[config.mk]
export PLATFORM = sky130hd
export DESIGN_NAME = jk_cmd_sequencer
export DESIGN_NICKNAME = d
export VERILOG_FILES = /design/src/rtl/jk_cmd_sequencer.sv
export SDC_FILE = /design/constraint.sdc
export NUM_CORES = 1
export LEC_CHECK = 0
export ABC_AREA = 1
export BUFFER_PORTS_ARGS = -buffer_cell sky130_fd_sc_hd__buf_2
export CAP_MARGIN = 10
export CORE_MARGIN = 2
export CORE_UTILIZATION = 35
export CTS_CLUSTER_DIAMETER = 200
export CTS_CLUSTER_SIZE = 28
export DETAILED_ROUTE_END_ITERATION = 6
export PLACE_DENSITY = 0.49
export SYNTH_ARGS = -nofsm -noshare
export SYNTH_HDL_FRONTEND = slang
export SYNTH_SLANG_ARGS = --single-unit
[constraint.sdc]
create_clock -name clk -period 2.3 [get_ports clk]
set_input_delay 0.69 -clock clk [delete_from_list [all_inputs] [get_ports clk]]
set_output_delay 0.69 -clock clk [all_outputs]
set_load 0.01 [all_outputs]
[src/rtl/jk_cmd_sequencer.sv]
// Command FIFO feeding a two-state sequencer that drives J/K of a downstream
// JK flip-flop and tracks its expected state. Optional checker: JK_SEQ_CHECK_EN.
module jk_cmd_sequencer #(
  parameter int unsigned DEPTH = 4,
  parameter int unsigned LEN_W = 4
) (
  input  logic                     clk,
  input  logic                     rst_n,
  input  logic                     cmd_valid,
  output logic                     cmd_ready,
  input  logic [1:0]               cmd_op,
  input  logic [LEN_W-1:0]         cmd_len,
  input  logic                     flush,
  output logic                     j,
  output logic                     k,
  output logic                     q_exp,
  output logic                     busy,
  output logic [$clog2(DEPTH):0]   fifo_level
`ifdef JK_SEQ_CHECK_EN
  ,
  input  logic                     q_obs,
  output logic                     chk_err
`endif
);

  localparam int unsigned AW = $clog2(DEPTH);
  localparam int unsigned CW = AW + 1;
  localparam int unsigned EW = 2 + LEN_W;

  typedef enum logic {
    IDLE,
    DRIVE
  } state_e;

  state_e           state_q, state_d;
  logic [LEN_W-1:0] rem_q, rem_d;
  logic             j_q, j_d;
  logic             k_q, k_d;
  logic             q_exp_q, q_exp_d;
  logic [AW-1:0]    wr_ptr_q, wr_ptr_d;
  logic [AW-1:0]    rd_ptr_q, rd_ptr_d;
  logic [CW-1:0]    count_q, count_d;
  logic [EW-1:0]    mem_q [DEPTH];

  logic             full;
  logic             empty;
  logic             push;
  logic             pop;
  logic [EW-1:0]    head;
  logic [1:0]       head_op;
  logic [LEN_W-1:0] head_len;

  assign full      = (count_q == CW'(DEPTH));
  assign empty     = (count_q == '0);
  assign cmd_ready = rst_n & ~full & ~flush;
  assign push      = cmd_valid & cmd_ready;
  assign head      = mem_q[rd_ptr_q];
  assign head_op   = head[EW-1 -: 2];
  assign head_len  = head[LEN_W-1:0];

  // Sequencer: a pop is only ever taken from entries already stored, so a
  // command pushed this edge becomes visible on j/k one edge later.
  always_comb begin
    state_d = state_q;
    rem_d   = rem_q;
    j_d     = j_q;
    k_d     = k_q;
    pop     = 1'b0;
    unique case (state_q)
      IDLE: begin
        if (!empty) begin
          pop        = 1'b1;
          {j_d, k_d} = head_op;
          rem_d      = head_len;
          state_d    = DRIVE;
        end else begin
          j_d = 1'b0;
          k_d = 1'b0;
        end
      end
      DRIVE: begin
        if (rem_q != '0) begin
          rem_d = rem_q - LEN_W'(1);
        end else if (!empty) begin
          pop        = 1'b1;
          {j_d, k_d} = head_op;
          rem_d      = head_len;
        end else begin
          j_d     = 1'b0;
          k_d     = 1'b0;
          state_d = IDLE;
        end
      end
      default: begin
        state_d = IDLE;
      end
    endcase
    if (flush) begin
      pop     = 1'b0;
      state_d = IDLE;
      rem_d   = '0;
      j_d     = 1'b0;
      k_d     = 1'b0;
    end
  end

  always_comb begin
    wr_ptr_d = wr_ptr_q;
    rd_ptr_d = rd_ptr_q;
    count_d  = count_q;
    if (flush) begin
      wr_ptr_d = '0;
      rd_ptr_d = '0;
      count_d  = '0;
    end else begin
      if (push) wr_ptr_d = wr_ptr_q + AW'(1);
      if (pop)  rd_ptr_d = rd_ptr_q + AW'(1);
      unique case ({push, pop})
        2'b10:   count_d = count_q + CW'(1);
        2'b01:   count_d = count_q - CW'(1);
        default: count_d = count_q;
      endcase
    end
  end

  always_comb begin
    q_exp_d = q_exp_q;
    unique case ({j_q, k_q})
      2'b01:   q_exp_d = 1'b0;
      2'b10:   q_exp_d = 1'b1;
      2'b11:   q_exp_d = ~q_exp_q;
      default: q_exp_d = q_exp_q;
    endcase
  end

  always_ff @(posedge clk or negedge rst_n) begin
    if (!rst_n) begin
      state_q  <= IDLE;
      rem_q    <= '0;
      j_q      <= 1'b0;
      k_q      <= 1'b0;
      q_exp_q  <= 1'b0;
      wr_ptr_q <= '0;
      rd_ptr_q <= '0;
      count_q  <= '0;
    end else begin
      state_q  <= state_d;
      rem_q    <= rem_d;
      j_q      <= j_d;
      k_q      <= k_d;
      q_exp_q  <= q_exp_d;
      wr_ptr_q <= wr_ptr_d;
      rd_ptr_q <= rd_ptr_d;
      count_q  <= count_d;
    end
  end

  always_ff @(posedge clk) begin
    if (push) mem_q[wr_ptr_q] <= {cmd_op, cmd_len};
  end

  assign j          = j_q;
  assign k          = k_q;
  assign q_exp      = q_exp_q;
  assign busy       = (state_q == DRIVE) | ~empty;
  assign fifo_level = count_q;

`ifdef JK_SEQ_CHECK_EN
  logic chk_err_q, chk_err_d;

  always_comb begin
    chk_err_d = chk_err_q | (q_obs != q_exp_q);
  end

  always_ff @(posedge clk or negedge rst_n) begin
    if (!rst_n) chk_err_q <= 1'b0;
    else        chk_err_q <= chk_err_d;
  end

  assign chk_err = chk_err_q;
`endif

endmodule

-- Word-level counts from Yosys, hierarchy flattened
Memories as Yosys holds them, arrays and structs flattened.
Cells that the tools add are included.
Widths: inputs -> output; s select.
- register bits after elaboration: 15
- bits in writable memories: 24
- input port bits: 10
- logic and storage cells: 64
- memories: 1
- add/subtract/negate cells: 5
- eq/ne operators: 7
- multiplexer cells: 28
- bitwise gates (word level): 9
- reductions and logical operators: 6
- memory list (name ; words ; bits a word ; read ports ; clocked after Yosys merged registers in ; wr ports ; line ; RTL):
    mem_q ; 4 ; 6 ; 1 ; 0 ; 1 ; 43 ; logic [EW-1:0] mem_q [DEPTH];
- operator list (operator ; count):
    $mux 1 ; 13
    $mux 4 ; 3
    $mux 2 ; 4
    $pmux 1 s2 ; 4
    $pmux 4 s2 ; 1
    $eq 2x2->1 const B ; 3
    $pmux 3 s2 ; 1
    $reduce_bool 3->1 ; 2
    $not 1->1 ; 5
    $add 2x1->2 const B ; 2
    $eq 2x1->1 const B ; 2
    $reduce_bool 2->1 ; 2
    $reduce_bool 4->1 ; 1
    $sub 4x1->4 const B ; 1
    $add 3x1->3 const B ; 1
    $and 1x1->1 ; 3
    $eq 3x3->1 const B ; 1
    $logic_not 3->1 ; 1
    $mux 3 ; 1
    $ne 3x3->1 const B ; 1
    $pmux 1 s3 ; 1
    $sub 3x1->3 const B ; 1
    $or 1x1->1 ; 1

-- Logic depth before layout (Yosys ltp)
Gate-level depths: netlist (run 1).
- word-level depth: 8
- mapped depth: 13
- gate-level depth less buffers: 13

-- Worst setup path after synthesis (run 1)
Ideal clock, no wire load.
- kind: input -> register
- start point: in rst_n
- end point: reg count_q[2], in the netlist fifo_level[2]
- library setup time: 0.116 ns
- arrival time: 1.904 ns
- required time: 2.184 ns
- slack: 0.280 ns
- cell stages on the path: 12
- cells stage by stage: inv_1 nor2_2 nand3_4 nand2_8 nor2_8 fa_1 xor2_1 inv_1 nand2_1 nand2_1 nand2_1 nand2_1
- longest elaborated chain between the ends: 6
- RTL lines (element ; line ; RTL):
    from (decl) ; 8 ; input logic rst_n,
    $and 1x1->1 (*) (2 in series) ; 55 ; assign cmd_ready = rst_n & ~full & ~flush;
    $and 1x1->1 (*) ; 56 ; assign push = cmd_valid & cmd_ready;
    $eq 2x1->1 or $eq 2x2->1 (tied branches) ; 118 ; unique case ({push, pop})
    $pmux 3 s2 ; 118 ;
    $mux 3 ; 111 ; if (flush) begin
    to (signal assigned) ; 154 ; count_q <= count_d;
    to (decl) ; 42 ; logic [CW-1:0] count_q, count_d;
Every way passes the cells marked *; elsewhere a longest branch is shown, timed or not.
A chain may end at the register's enable or synchronous reset.

-- Worst setup path in the final report (run 1)
- start point: reg count_q[0], in the netlist fifo_level[0]
- end point: out busy
- longest elaborated chain between the ends: 3
- RTL lines (element ; line ; RTL):
    $logic_not 3->1 ; 54 ; assign empty = (count_q == '0);
    $not 1->1 ; 165 ; assign busy = (state_q == DRIVE) | ~empty;
    $or 1x1->1 ; 165 ;
    to (decl) ; 17 ; output logic busy,
No other way between the ends.

==> metrics.txt, run 1 <==
# TYPE chip_impl_metric gauge
chip_impl_metric{name="overflow",unit=""} 0
chip_impl_metric{name="yosys_warnings",unit=""} 0
chip_impl_metric{name="port_bufs",unit=""} 17
chip_impl_metric{name="fin_worst_hold_slack",unit="ns"} 0.370
chip_impl_metric{name="nets",unit=""} 219
chip_impl_metric{name="cts_setup_buffers",unit=""} 0
chip_impl_info{name="crit_path_top_delay_cell",value="dfrtp_1"} 1
chip_impl_info{name="worstSetupEndpointType",value="primary output"} 1
chip_impl_metric{name="grt_pass1_wl",unit="mm"} 6.01
chip_impl_info{name="reg2reg_to",value="fifo_level[2]"} 1
chip_impl_metric{name="finalSetupViolations",unit=""} 0
chip_impl_metric{name="syn_nets",unit=""} 191
chip_impl_metric{name="gp_routability_congestion",unit=""} 0.742
chip_impl_metric{name="cp_data_arrival_time",unit="ns"} 1.46
chip_impl_metric{name="tightestPinTransition",unit="ns"} 0.424
chip_impl_metric{name="firstDrtPassIters",unit=""} 4
chip_impl_metric{name="cap_violations",unit=""} 0
chip_impl_metric{name="drc_errors",unit=""} 0
chip_impl_metric{name="synth.yosys.seq_area_share",unit=""} 0.586
chip_impl_metric{name="layout_area_growth_over_synthesis",unit="%"} 15.7
chip_impl_metric{name="synth-async-reset-ratio",unit=""} 0.385
chip_impl_info{name="post-synth-top-area-cell",value="edfxtp_1"} 1
chip_impl_metric{name="r2r_setup_slack",unit="ns"} 0.37
chip_impl_metric{name="irDropWorstVdd",unit="mV"} 0.418
chip_impl_metric{name="placement_rows",unit=""} 26
chip_impl_metric{name="clock_latency_at_the_later_pin_of_the_worst_skew_pair",unit="ns"} 0.29
chip_impl_metric{name="antenna_found_initial",unit=""} 0
chip_impl_metric{name="pin_count_of_the_biggest_net_entering_global_routing",unit=""} 16
chip_impl_metric{name="holdBufCountCts",unit=""} 0
chip_impl_metric{name="path_buf_inv",unit=""} 1
chip_impl_metric{name="diodes",unit=""} 0
chip_impl_info{name="timing.rr.start",value="rem_q[0]"} 1
chip_impl_metric{name="drtIter0Drc",unit=""} 49
chip_impl_metric{name="crit_path_max_incr_delay",unit="ns"} 0.45
chip_impl_info{name="setup.worst_path.end",value="busy"} 1
chip_impl_metric{name="finClkSkew",unit="ns"} 0.0108
chip_impl_metric{name="setup_total_negative_slack",unit="ns"} 0
chip_impl_metric{name="power_density",unit="nW/um^2"} 1050
chip_impl_metric{name="synth-edff-count",unit=""} 24
chip_impl_metric{name="yosys.cell_types.count",unit=""} 32
chip_impl_info{name="synthTopCellsByArea",value="edfxtp_1, dfrtp_1, nand2_1"} 1
chip_impl_metric{name="initial_cell_density_of_the_core",unit=""} 0.364
chip_impl_metric{name="core",unit="sq um"} 5140
chip_impl_metric{name="max_freq",unit="MHz"} 465
chip_impl_metric{name="hpwlAfterDp",unit="mm"} 2.62
chip_impl_metric{name="leakage",unit="nW"} 0.941
chip_impl_info{name="type_of_the_worst_setup_path",value="flip-flop to primary output"} 1
chip_impl_info{name="cp_cell_sequence",value="nor2_2, nand2_2, or2_2, buf_2"} 1
chip_impl_metric{name="ioPinCount",unit=""} 18
chip_impl_metric{name="floorplan.die.height",unit="microns"} 77.1
chip_impl_metric{name="die_width",unit="microns"} 77.1
chip_impl_info{name="synthMostInstantiatedCell",value="edfxtp_1"} 1
chip_impl_metric{name="layout_setup_ws",unit="ns"} 0.150
chip_impl_metric{name="grt_pass1_vias",unit=""} 1181
chip_impl_metric{name="cts_max_path_buffers",unit=""} 2
chip_impl_metric{name="avgSynthCellArea",unit="sq um"} 10.8
chip_impl_metric{name="netlist_instances",unit=""} 174
chip_impl_metric{name="post_route_cells_drive_above_1_share",unit=""} 0.236
chip_impl_info{name="yosys_most_used_dff",value="edfxtp_1"} 1
chip_impl_info{name="worst_hold_path_type",value="input port to asynchronous set/reset pin"} 1
chip_impl_metric{name="synth_top_area_share",unit=""} 0.385
chip_impl_info{name="path_delay_family",value="simple AND/OR/NAND/NOR gates"} 1
chip_impl_info{name="setup_crit_start",value="fifo_level[0]"} 1
chip_impl_metric{name="post_synthesis_cell_area",unit="sq um"} 1870
chip_impl_info{name="cts_tree",value="built"} 1
chip_impl_metric{name="routed-via-count",unit=""} 1267
chip_impl_metric{name="final_antenna_net_count",unit=""} 0
chip_impl_metric{name="clock_buffers_created_by_tritoncts",unit=""} 5
chip_impl_metric{name="vias_per_cell",unit=""} 4.64
chip_impl_metric{name="slew_violations",unit=""} 0
chip_impl_info{name="root_buffer",value="clkbuf_8"} 1
chip_impl_metric{name="critical_path_cell_count",unit=""} 4
chip_impl_metric{name="clock-sinks",unit=""} 39
chip_impl_metric{name="drt_wl_total",unit="mm"} 3.59
chip_impl_metric{name="cp.required",unit="ns"} 1.61
chip_impl_metric{name="cts-htree-levels",unit=""} 2
chip_impl_info{name="status",value="complete, no violations"} 1
chip_impl_metric{name="layout.filler_cells",unit=""} 530
chip_impl_metric{name="pre_cts_ws",unit="ns"} 0.106
chip_impl_metric{name="post_drt_wl_per_cell",unit="microns"} 13.1
chip_impl_metric{name="dieArea",unit="sq um"} 5950
chip_impl_metric{name="timing.final.crit_period",unit="ns"} 2.15
chip_impl_metric{name="finalHoldViolations",unit=""} 0
chip_impl_metric{name="postSynthRegisterBits",unit=""} 39
chip_impl_metric{name="groute.usage.overall",unit=""} 0.134
chip_impl_metric{name="cp_max_fo",unit=""} 5
chip_impl_info{name="cp-start-kind",value="flip-flop"} 1
chip_impl_info{name="ys_top_cells_by_count",value="edfxtp_1, nand2_1, nor2_1"} 1
chip_impl_metric{name="max_slew_margin",unit=""} 0.718
chip_impl_metric{name="finalCritPeriodShare",unit=""} 0.935
chip_impl_metric{name="r2r.worst_path.cells",unit=""} 13
chip_impl_metric{name="cts_resized",unit=""} 0
chip_impl_metric{name="cts.reportedPaths.clkPinSlew",unit="ns"} 0.08
chip_impl_info{name="rsz0062_at_grt",value="no"} 1
-- power by group --
part           switching, W  internal (W)
clock              0.000231      0.000240
combinational      0.000518      0.000317
sequential         0.000119      0.000848
total              0.000869       0.00140
-- layout by cell type (no fill, tap or decap), types with 2 or more instances in the layout --
cell type and n:
o22ai_1 4, nand3_1 3, buf_4 7, edfxtp_1 24, ha_1 6, nand2_2 3, or2_2 2, nand2_1 23
clkbuf_8 6, a21oi_1 5, nand2_4 3, nor2_2 3, buf_2 17, o21ai_0 17, dfrtp_1 15, nor2_1 23
o22a_1 2, xor2_1 2, inv_1 22
-- stage by stage --
step | utilization | instance area, sq um | total power, W | std cells
6_report | 0.421 | 2160 | 0.00227 | 273
5_1_grt | 0.421 | 2160 | 0.00246 | 273
4_1_cts | 0.421 | 2160 | 0.00230 | 273
3_5_place_dp | 0.404 | 2070 | 0.00183 | 265
3_3_place_gp | 0.404 | 2070 | 0.00182 | 265
2_1_floorplan | - | 1870 | 0.00160 | 174
-- flip-flops by register name (all words and copies together) (netlist names) --
signal / flops
mem_q: 24
rem_q: 4
fifo_level: 3
rd_ptr_q: 2
wr_ptr_q: 2
j: 1
k: 1
q_exp: 1
state_q: 1
-- per-layer routing --
layer,GRT usage,wire (microns),share of wire,up-vias
li1,-,-,-,637
met1,0.177,1690,0.47,609
met2,0.211,1730,0.48,17
met3,0.0388,129,0.036,4
met4,0.0482,37,0.010,0
met5,0,0,0,-
-- cell type report --
cell class | count | area (sq um) | area share
sequential | 39 | 1100 | 0.506
multi-input combinational | 109 | 667 | 0.308
timing repair buffer | 24 | 138 | 0.0636
tap | 70 | 87.6 | 0.0405
clock buffer | 7 | 86.3 | 0.0399
inverter | 23 | 86.3 | 0.0399
clock inverter | 1 | 3.75 | 0.00173
-- worst min path at each step --
stage / to / slack (ns) / cells past startpoint / start
2_1_floorplan: fifo_level[0] / 0.39 / 0 / rst_n
3_3_place_gp: q_exp / 0.50 / 1 / q_exp
4_1_cts: rem_q[3] / 0.38 / 2 / rst_n
3_5_place_dp: q_exp / 0.49 / 1 / q_exp
6_report: rem_q[3] / 0.37 / 2 / rst_n
5_1_grt: rem_q[1] / 0.39 / 2 / rst_n
-- worst reg2reg max path: stages, from the launching register on --
cell,delay (ns)
dfrtp_1,0.34
inv_1,0.08
ha_1,0.22
nand2_2,0.08
nand2_4,0.09
nand2_4,0.13
nor2_8,0.06
fa_1,0.37
xor2_1,0.20
inv_1,0.06
nand2_1,0.06
nand2_1,0.05
nand2_1,0.06
nand2_1,0.04
-- cells by family after synthesis --
family	Yosys count	synth area share
buffers and inverters	26	0.0575
xor gates and xnor gates	2	0.00937
and+or+nand+nor	66	0.191
AOI/OAI and AO/OA	34	0.106
adders and majority gates	7	0.0508
DFF	39	0.586
No activity file was read; power rests on OpenSTA's default activity.
==> run 2, diff against run 1 <==
Settings changed: CTS_BUF_LIST from default to sky130_fd_sc_hd__clkbuf_16, SKIP_LAST_GASP from default to 1.
==> run 2 against run 1 <==
Against the previous run:
- utilization rose by 0.90 points
- wire length fell by 0.42%
- global-route usage barely moved
- sequential cell count did not move
- sequential power barely moved
- non-clock buffer count did not move
- critical path depth did not move
- critical path type unchanged
- clock power rose by 34%
==> metrics.txt, run 2 (synthesis gave the netlist of run 1 again) <==
# TYPE chip_impl_metric gauge
chip_impl_metric{name="clock_latency_at_the_later_pin_of_the_worst_skew_pair",unit="ns"} 0.28
chip_impl_metric{name="hpwlAfterDp",unit="mm"} 2.62
chip_impl_info{name="rsz0062_at_grt",value="no"} 1
chip_impl_metric{name="placement_rows",unit=""} 26
chip_impl_metric{name="initial_cell_density_of_the_core",unit=""} 0.364
chip_impl_metric{name="pin_count_of_the_biggest_net_entering_global_routing",unit=""} 16
chip_impl_info{name="worst_hold_path_type",value="input port to asynchronous set/reset pin"} 1
chip_impl_metric{name="dieArea",unit="sq um"} 5950
chip_impl_metric{name="power",unit="W"} 0.00243
chip_impl_info{name="root_buffer",value="clkbuf_16"} 1
chip_impl_info{name="worstSetupEndpointType",value="primary output"} 1
chip_impl_metric{name="layout_area_growth_over_synthesis",unit="%"} 18.2
chip_impl_metric{name="holdBufCountCts",unit=""} 0
chip_impl_info{name="cp-start-kind",value="flip-flop"} 1
chip_impl_metric{name="max_slew_margin",unit=""} 0.709
chip_impl_metric{name="grt_pass1_wl",unit="mm"} 6.00
chip_impl_metric{name="nets",unit=""} 219
chip_impl_metric{name="routed-via-count",unit=""} 1276
chip_impl_metric{name="cts_max_path_buffers",unit=""} 2
chip_impl_metric{name="cp_data_arrival_time",unit="ns"} 1.43
chip_impl_metric{name="finalHoldViolations",unit=""} 0
chip_impl_info{name="cts_tree",value="built"} 1
chip_impl_metric{name="cts.reportedPaths.clkPinSlew",unit="ns"} 0.06
chip_impl_metric{name="internal-power",unit="W"} 0.00156
chip_impl_metric{name="vias_per_cell",unit=""} 4.67
chip_impl_metric{name="grt_pass1_vias",unit=""} 1185
chip_impl_metric{name="floorplan.die.height",unit="microns"} 77.1
chip_impl_metric{name="share_of_total_power_in_combinational_logic",unit=""} 0.343
chip_impl_metric{name="leakage",unit="nW"} 0.965
chip_impl_metric{name="drc_errors",unit=""} 0
chip_impl_metric{name="slew_violations",unit=""} 0
chip_impl_info{name="timing.rr.start",value="rem_q[0]"} 1
chip_impl_metric{name="r2r_setup_slack",unit="ns"} 0.37
chip_impl_metric{name="drtIter0Drc",unit=""} 54
chip_impl_info{name="mostFrequentLayoutCell",value="edfxtp_1"} 1
chip_impl_metric{name="gp_routability_congestion",unit=""} 0.742
chip_impl_metric{name="final_antenna_net_count",unit=""} 0
chip_impl_metric{name="cp.required",unit="ns"} 1.61
chip_impl_metric{name="fin_worst_hold_slack",unit="ns"} 0.392
chip_impl_metric{name="irDropWorstVdd",unit="mV"} 0.454
chip_impl_metric{name="clock-sinks",unit=""} 39
chip_impl_metric{name="ioPinCount",unit=""} 18
chip_impl_metric{name="r2r.worst_path.cells",unit=""} 13
chip_impl_info{name="layout.cells.most_common_list",value="edfxtp_1, inv_1, nand2_1, nor2_1"} 1
chip_impl_metric{name="power.net_switching",unit="W"} 0.000880
chip_impl_metric{name="cap_violations",unit=""} 0
chip_impl_metric{name="diodes",unit=""} 0
chip_impl_metric{name="tightestPinTransition",unit="ns"} 0.437
chip_impl_metric{name="seq_power_share",unit=""} 0.398
chip_impl_metric{name="finClkSkew",unit="ns"} 0.00430
chip_impl_metric{name="timing.final.crit_period",unit="ns"} 2.12
chip_impl_metric{name="firstDrtPassIters",unit=""} 4
chip_impl_metric{name="power_density",unit="nW/um^2"} 1100
chip_impl_metric{name="power.clock.fraction",unit=""} 0.259
chip_impl_info{name="status",value="complete, no violations"} 1
chip_impl_metric{name="die_width",unit="microns"} 77.1
chip_impl_metric{name="antenna_found_initial",unit=""} 0
chip_impl_metric{name="overflow",unit=""} 0
chip_impl_info{name="type_of_the_worst_setup_path",value="flip-flop to primary output"} 1
chip_impl_metric{name="port_bufs",unit=""} 17
chip_impl_metric{name="cts_setup_buffers",unit=""} 0
chip_impl_info{name="reg2reg_to",value="fifo_level[2]"} 1
chip_impl_metric{name="setup_total_negative_slack",unit="ns"} 0
chip_impl_metric{name="finalSetupViolations",unit=""} 0
chip_impl_metric{name="post_drt_wl_per_cell",unit="microns"} 13.1
chip_impl_metric{name="drt_wl_total",unit="mm"} 3.57
chip_impl_metric{name="cp_max_fo",unit=""} 5
chip_impl_info{name="max_flop_register",value="mem_q"} 1
chip_impl_metric{name="core",unit="sq um"} 5140
chip_impl_metric{name="groute.usage.overall",unit=""} 0.134
chip_impl_metric{name="finalCritPeriodShare",unit=""} 0.924
chip_impl_metric{name="cts-htree-levels",unit=""} 2
chip_impl_metric{name="switching_share",unit=""} 0.361
chip_impl_metric{name="max_reg_flops",unit=""} 24
chip_impl_metric{name="cts_resized",unit=""} 0
chip_impl_metric{name="clock_buffers_created_by_tritoncts",unit=""} 5
chip_impl_metric{name="post_route_cells_drive_above_1_share",unit=""} 0.232
chip_impl_metric{name="max_freq",unit="MHz"} 471
==> run 2: cell count changes in the layout (fill, tap and decap cells not counted), sizes merged <==
cell    before  now
clkinv       1    2
inv         23   24
clkbuf       7    5
==> run 2: area by class of cell <==
cell class                 instances  area (sq um)
inverter                          23          86.3
multi-input combinational        109           667
clock buffer                       5           125
sequential                        39          1100
fill                             518          2930
tap                               70          87.6
timing repair buffer              24           138
clock inverter                     3          11.3
==> run 2: worst max-delay path by stage <==
stage                        startpoint             to  slack (ns)  cells past startpoint
final                     fifo_level[0]           busy        0.18                      4
after global routing      fifo_level[0]           busy        0.09                      4
after CTS                 fifo_level[0]           busy        0.15                      4
after detailed placement          flush  fifo_level[2]        0.11                     12
after global placement            flush  fifo_level[2]        0.14                     12
after floorplan                   rst_n  fifo_level[2]        0.28                     12
==> run 2: critical path, cell delays in order (launching register included) <==
cell     delay [ns]
dfrtp_1        0.44
nor2_2         0.18
nand2_2        0.12
or2_2          0.28
buf_2          0.14
==> run 2: per-layer routing <==
layer / global-route usage / vias to the layer above / share of wire
met5: 0 / - / 0
met4: 0.0482 / 0 / 0.0073
met3: 0.0388 / 4 / 0.038
met2: 0.214 / 19 / 0.51
met1: 0.173 / 615 / 0.44
li1: - / 638 / -
==> run 2: power groups by stage <==
stage          Combinational [W]  Sequential, W  Clock [W]
6_report                0.000834       0.000970   0.000631
5_1_grt                 0.000960       0.000987   0.000688
4_1_cts                 0.000847       0.000971   0.000655
3_5_place_dp            0.000844       0.000984          0
3_3_place_gp            0.000837       0.000982          0
2_1_floorplan           0.000633       0.000962          0
==> run 2: metrics by stage <==
step / util / instances / worst slack, ns / area (sq um)
final: 0.430 / 273 / 0.175 / 2210
after global placement: 0.404 / 265 / 0.144 / 2070
after detailed placement: 0.404 / 265 / 0.106 / 2070
after floorplan: - / 174 / 0.280 / 1870
after global routing: 0.430 / 273 / 0.0882 / 2210
after CTS: 0.430 / 273 / 0.150 / 2210
==> run 3, diff against run 2 <==
Settings changed: ABC_AREA 1 to default.
==> run 3 against run 2 <==
Against the previous run:
- the flow now finishes with violations (negative setup slack)
- power rose by 5.0%
- wire length shrank 3.2%
- area after synthesis is 2.7% lower
- sequential power decreased by 2.7%
- cell area up 3.7%
- final cell count shrank 14%
- non-clock buffer count grew 14
- register-to-register slack worse by 0.48 ns
- combinational power increased by 18%
- critical path type is now flip-flop to flip-flop
==> metrics.txt, run 3 <==
# TYPE chip_impl_metric gauge
chip_impl_metric{name="share_of_total_power_in_combinational_logic",unit=""} 0.384
chip_impl_metric{name="routed-via-count",unit=""} 1128
chip_impl_metric{name="hpwlAfterDp",unit="mm"} 2.57
chip_impl_metric{name="synth_top_area_share",unit=""} 0.396
chip_impl_metric{name="drtIter0Drc",unit=""} 37
chip_impl_info{name="post-synth-top-area-cell",value="edfxtp_1"} 1
chip_impl_info{name="crit_path_top_delay_cell",value="dfrtp_1"} 1
chip_impl_metric{name="postSynthRegisterBits",unit=""} 39
chip_impl_metric{name="nets",unit=""} 182
chip_impl_metric{name="power.clock.fraction",unit=""} 0.246
chip_impl_metric{name="postLayoutCellArea",unit="sq um"} 2290
chip_impl_metric{name="dpl-instance-area",unit="sq um"} 2120
chip_impl_info{name="top_metal_used",value="met4"} 1
chip_impl_metric{name="finalSetupViolations",unit=""} 1
chip_impl_metric{name="switching_share",unit=""} 0.309
chip_impl_metric{name="final_core_utilization",unit=""} 0.452
chip_impl_info{name="layout.cells.most_common_list",value="edfxtp_1, buf_4, buf_2"} 1
chip_impl_metric{name="seq_power_share",unit=""} 0.369
chip_impl_metric{name="placement_rows",unit=""} 26
chip_impl_metric{name="port_bufs",unit=""} 17
chip_impl_metric{name="final_antenna_net_count",unit=""} 0
chip_impl_metric{name="drc_errors",unit=""} 0
chip_impl_metric{name="synth-async-reset-ratio",unit=""} 0.385
chip_impl_metric{name="leakage",unit="nW"} 0.912
chip_impl_metric{name="synth-xor-area-share",unit=""} 0.0186
chip_impl_metric{name="yosys.cell_types.count",unit=""} 37
chip_impl_metric{name="cts.reportedPaths.clkPinSlew",unit="ns"} 0.05
chip_impl_info{name="timing.rr.start",value="rem_q[0]"} 1
chip_impl_metric{name="max_freq",unit="MHz"} 415
chip_impl_metric{name="cts-htree-levels",unit=""} 2
chip_impl_metric{name="layout_setup_ws",unit="ns"} -0.109
chip_impl_metric{name="clock_latency_at_the_later_pin_of_the_worst_skew_pair",unit="ns"} 0.27
chip_impl_metric{name="power",unit="W"} 0.00256
chip_impl_metric{name="finalHoldViolations",unit=""} 0
chip_impl_metric{name="max_reg_flops",unit=""} 24
chip_impl_metric{name="power.net_switching",unit="W"} 0.000789
chip_impl_metric{name="firstDrtPassIters",unit=""} 4
chip_impl_metric{name="floorplan.die.height",unit="microns"} 76.1
chip_impl_info{name="cts_tree",value="built"} 1
chip_impl_metric{name="irDropWorstVdd",unit="mV"} 0.364
chip_impl_metric{name="max_slew_margin",unit=""} 0.751
chip_impl_metric{name="gp_routability_congestion",unit=""} 0.802
chip_impl_metric{name="met2_layer_wire_length_in_the_routed_design",unit="mm"} 1.82
chip_impl_metric{name="setup_total_negative_slack",unit="ns"} -0.109
chip_impl_metric{name="pin_count_of_the_biggest_net_entering_global_routing",unit=""} 17
chip_impl_info{name="cell_type_with_the_highest_occurrence_count_on_the_critical_path",value="inv_2"} 1
chip_impl_info{name="worst_hold_path_type",value="input port to asynchronous set/reset pin"} 1
chip_impl_metric{name="holdBufCountCts",unit=""} 0
chip_impl_metric{name="r2r.worst_path.cells",unit=""} 10
chip_impl_metric{name="grt_pass1_vias",unit=""} 1248
chip_impl_metric{name="clock-sinks",unit=""} 39
chip_impl_info{name="yosys_most_used_dff",value="edfxtp_1"} 1
chip_impl_info{name="type_of_the_worst_setup_path",value="flip-flop to flip-flop"} 1
chip_impl_info{name="rsz0062_at_grt",value="yes"} 1
chip_impl_info{name="status",value="finished, violations left"} 1
chip_impl_metric{name="synth.yosys.seq_area_share",unit=""} 0.602
chip_impl_metric{name="synth-edff-count",unit=""} 24
chip_impl_info{name="worstSetupEndpointType",value="flip-flop"} 1
chip_impl_info{name="synthTopCellsByArea",value="edfxtp_1, dfrtp_1, mux4_2"} 1
chip_impl_metric{name="cp_data_arrival_time",unit="ns"} 2.57
chip_impl_metric{name="cp.required",unit="ns"} 2.46
chip_impl_metric{name="wl_met3",unit="microns"} 120
chip_impl_info{name="cp_cell_sequence",value="inv_2, ha_4, or3b_4, and2_4, nor4_4, fa_2, inv_2, o31a_1, mux2i_1, mux2_2"} 1
chip_impl_metric{name="r2r_setup_slack",unit="ns"} -0.11
chip_impl_metric{name="initial_cell_density_of_the_core",unit=""} 0.358
chip_impl_metric{name="cp_max_fo",unit=""} 2
chip_impl_metric{name="groute.usage.overall",unit=""} 0.135
chip_impl_metric{name="slew_violations",unit=""} 0
chip_impl_metric{name="synth-adder-area-share",unit=""} 0.0523
chip_impl_metric{name="core",unit="sq um"} 5070
chip_impl_metric{name="yosys_warnings",unit=""} 0
chip_impl_metric{name="internal-power",unit="W"} 0.00177
chip_impl_info{name="cp-start-kind",value="flip-flop"} 1
chip_impl_metric{name="post_synth_mux_area_share",unit=""} 0.118
chip_impl_metric{name="drt_wl_total",unit="mm"} 3.46
chip_impl_metric{name="finClkSkew",unit="ns"} 0.00385
chip_impl_metric{name="power_density",unit="nW/um^2"} 1110
chip_impl_metric{name="antenna_found_initial",unit=""} 0
chip_impl_metric{name="syn_nets",unit=""} 142
chip_impl_info{name="synth_top_family_by_area",value="simple AND/OR/NAND/NOR gates"} 1
chip_impl_metric{name="synth_compound_gate_area_share",unit=""} 0.0564
chip_impl_info{name="failing_checks",value="negative setup slack"} 1
chip_impl_metric{name="layout_area_growth_over_synthesis",unit="%"} 26.1
chip_impl_info{name="root_buffer",value="clkbuf_16"} 1
chip_impl_metric{name="cts_max_path_buffers",unit=""} 2
chip_impl_metric{name="ioPinCount",unit=""} 18
chip_impl_metric{name="die_width",unit="microns"} 76.1
chip_impl_metric{name="post_drt_wl_per_cell",unit="microns"} 14.6
chip_impl_metric{name="diodes",unit=""} 0
chip_impl_metric{name="avgSynthCellArea",unit="sq um"} 14.6
chip_impl_metric{name="clock_buffers_created_by_tritoncts",unit=""} 5
chip_impl_metric{name="tightestPinTransition",unit="ns"} 0.372
chip_impl_metric{name="netlist_instances",unit=""} 125
chip_impl_metric{name="vias_per_cell",unit=""} 4.78
chip_impl_metric{name="pre_cts_ws",unit="ns"} -0.265
chip_impl_metric{name="dieArea",unit="sq um"} 5790
chip_impl_metric{name="grt_pass1_wl",unit="mm"} 6.05
chip_impl_metric{name="cap_violations",unit=""} 0
chip_impl_info{name="synthMostInstantiatedCell",value="edfxtp_1"} 1
chip_impl_metric{name="timing.final.crit_period",unit="ns"} 2.41
chip_impl_info{name="mostFrequentLayoutCell",value="edfxtp_1"} 1
chip_impl_metric{name="synth_simple_gate_area_share",unit=""} 0.119
chip_impl_info{name="reg2reg_to",value="fifo_level[2]"} 1
chip_impl_info{name="ys_top_cells_by_count",value="edfxtp_1, dfrtp_1, inv_1"} 1
chip_impl_metric{name="crit_path_max_incr_delay",unit="ns"} 0.38
chip_impl_metric{name="detail_route.wirelength.met1",unit="mm"} 1.48
chip_impl_metric{name="post_synthesis_cell_area",unit="sq um"} 1820
chip_impl_info{name="max_flop_register",value="mem_q"} 1
chip_impl_metric{name="post_route_cells_drive_above_1_share",unit=""} 0.416
chip_impl_metric{name="overflow",unit=""} 0
chip_impl_metric{name="finalCritPeriodShare",unit=""} 1.05
==> run 3: stage by stage <==
step           hold slack (ns)  std cells
2_1_floorplan            0.394        125
3_3_place_gp             0.458        224
3_5_place_dp             0.463        224
4_1_cts                  0.426        236
5_1_grt                  0.426        236
6_report                 0.409        236
==> run 3: cell type report <==
type                    instances  area (sq um)
inverters                       8          30.0
flip-flops and latches         39          1100
repair buffers                 38           243
clock buffers                   5           125
multi-input cells              73           699
clock inverters                 3          12.5
well taps                      70          87.6
fillers                       478          2780
==> run 3: logic make-up after synthesis <==
family,after synthesis
DFF,39
and+or+nand+nor,37
AOI/OAI and AO/OA,13
buffers and inverters,13
muxes,13
adders and majority gates,7
xor gates and xnor gates,3
==> run 3: critical path, delay by kind of cell, from the launching register on <==
kind	cells	cell delay [ns]
buffers and inverters	2	0.12
DFF	1	0.38
muxes	2	0.50
and+or+nand+nor	3	0.81
AOI/OAI and AO/OA	1	0.09
adders and majority gates	2	0.39
==> run 3: power by group through the flow <==
stage | Sequential [W] | Combinational [W] | Clock (W)
detailed placement | 0.000960 | 0.000950 | 0
floorplan | 0.000948 | 0.000627 | 0
finish | 0.000944 | 0.000982 | 0.000630
CTS | 0.000947 | 0.000993 | 0.000648
global route | 0.000962 | 0.00109 | 0.000677
global placement | 0.000954 | 0.000918 | 0
==> run 3: per-layer routing <==
metal	GRT usage	up-vias
li1	-	538
met1	0.157	567
met2	0.242	19
met3	0.0379	4
met4	0.0382	0
met5	0	-
==> run 3: repair_timing <==
action,4_1_cts,5_1_grt
hold endpoints to repair,0,0
resized for setup,2,0
buffers inserted,4,0
endpoints found under the setup margin,1,1
pin swaps,4,0
==> run 3: how the worst max path moves through the flow <==
stage,startpoint,endpoint,slack [ns],cells after the start
2_1_floorplan,rem_q[0],fifo_level[2],-0.23,11
6_report,rem_q[0],fifo_level[2],-0.11,10
3_5_place_dp,rem_q[1],fifo_level[2],-0.27,10
5_1_grt,rem_q[0],fifo_level[2],-0.24,10
4_1_cts,rem_q[0],fifo_level[2],-0.12,10
3_3_place_gp,rem_q[1],fifo_level[2],-0.14,10
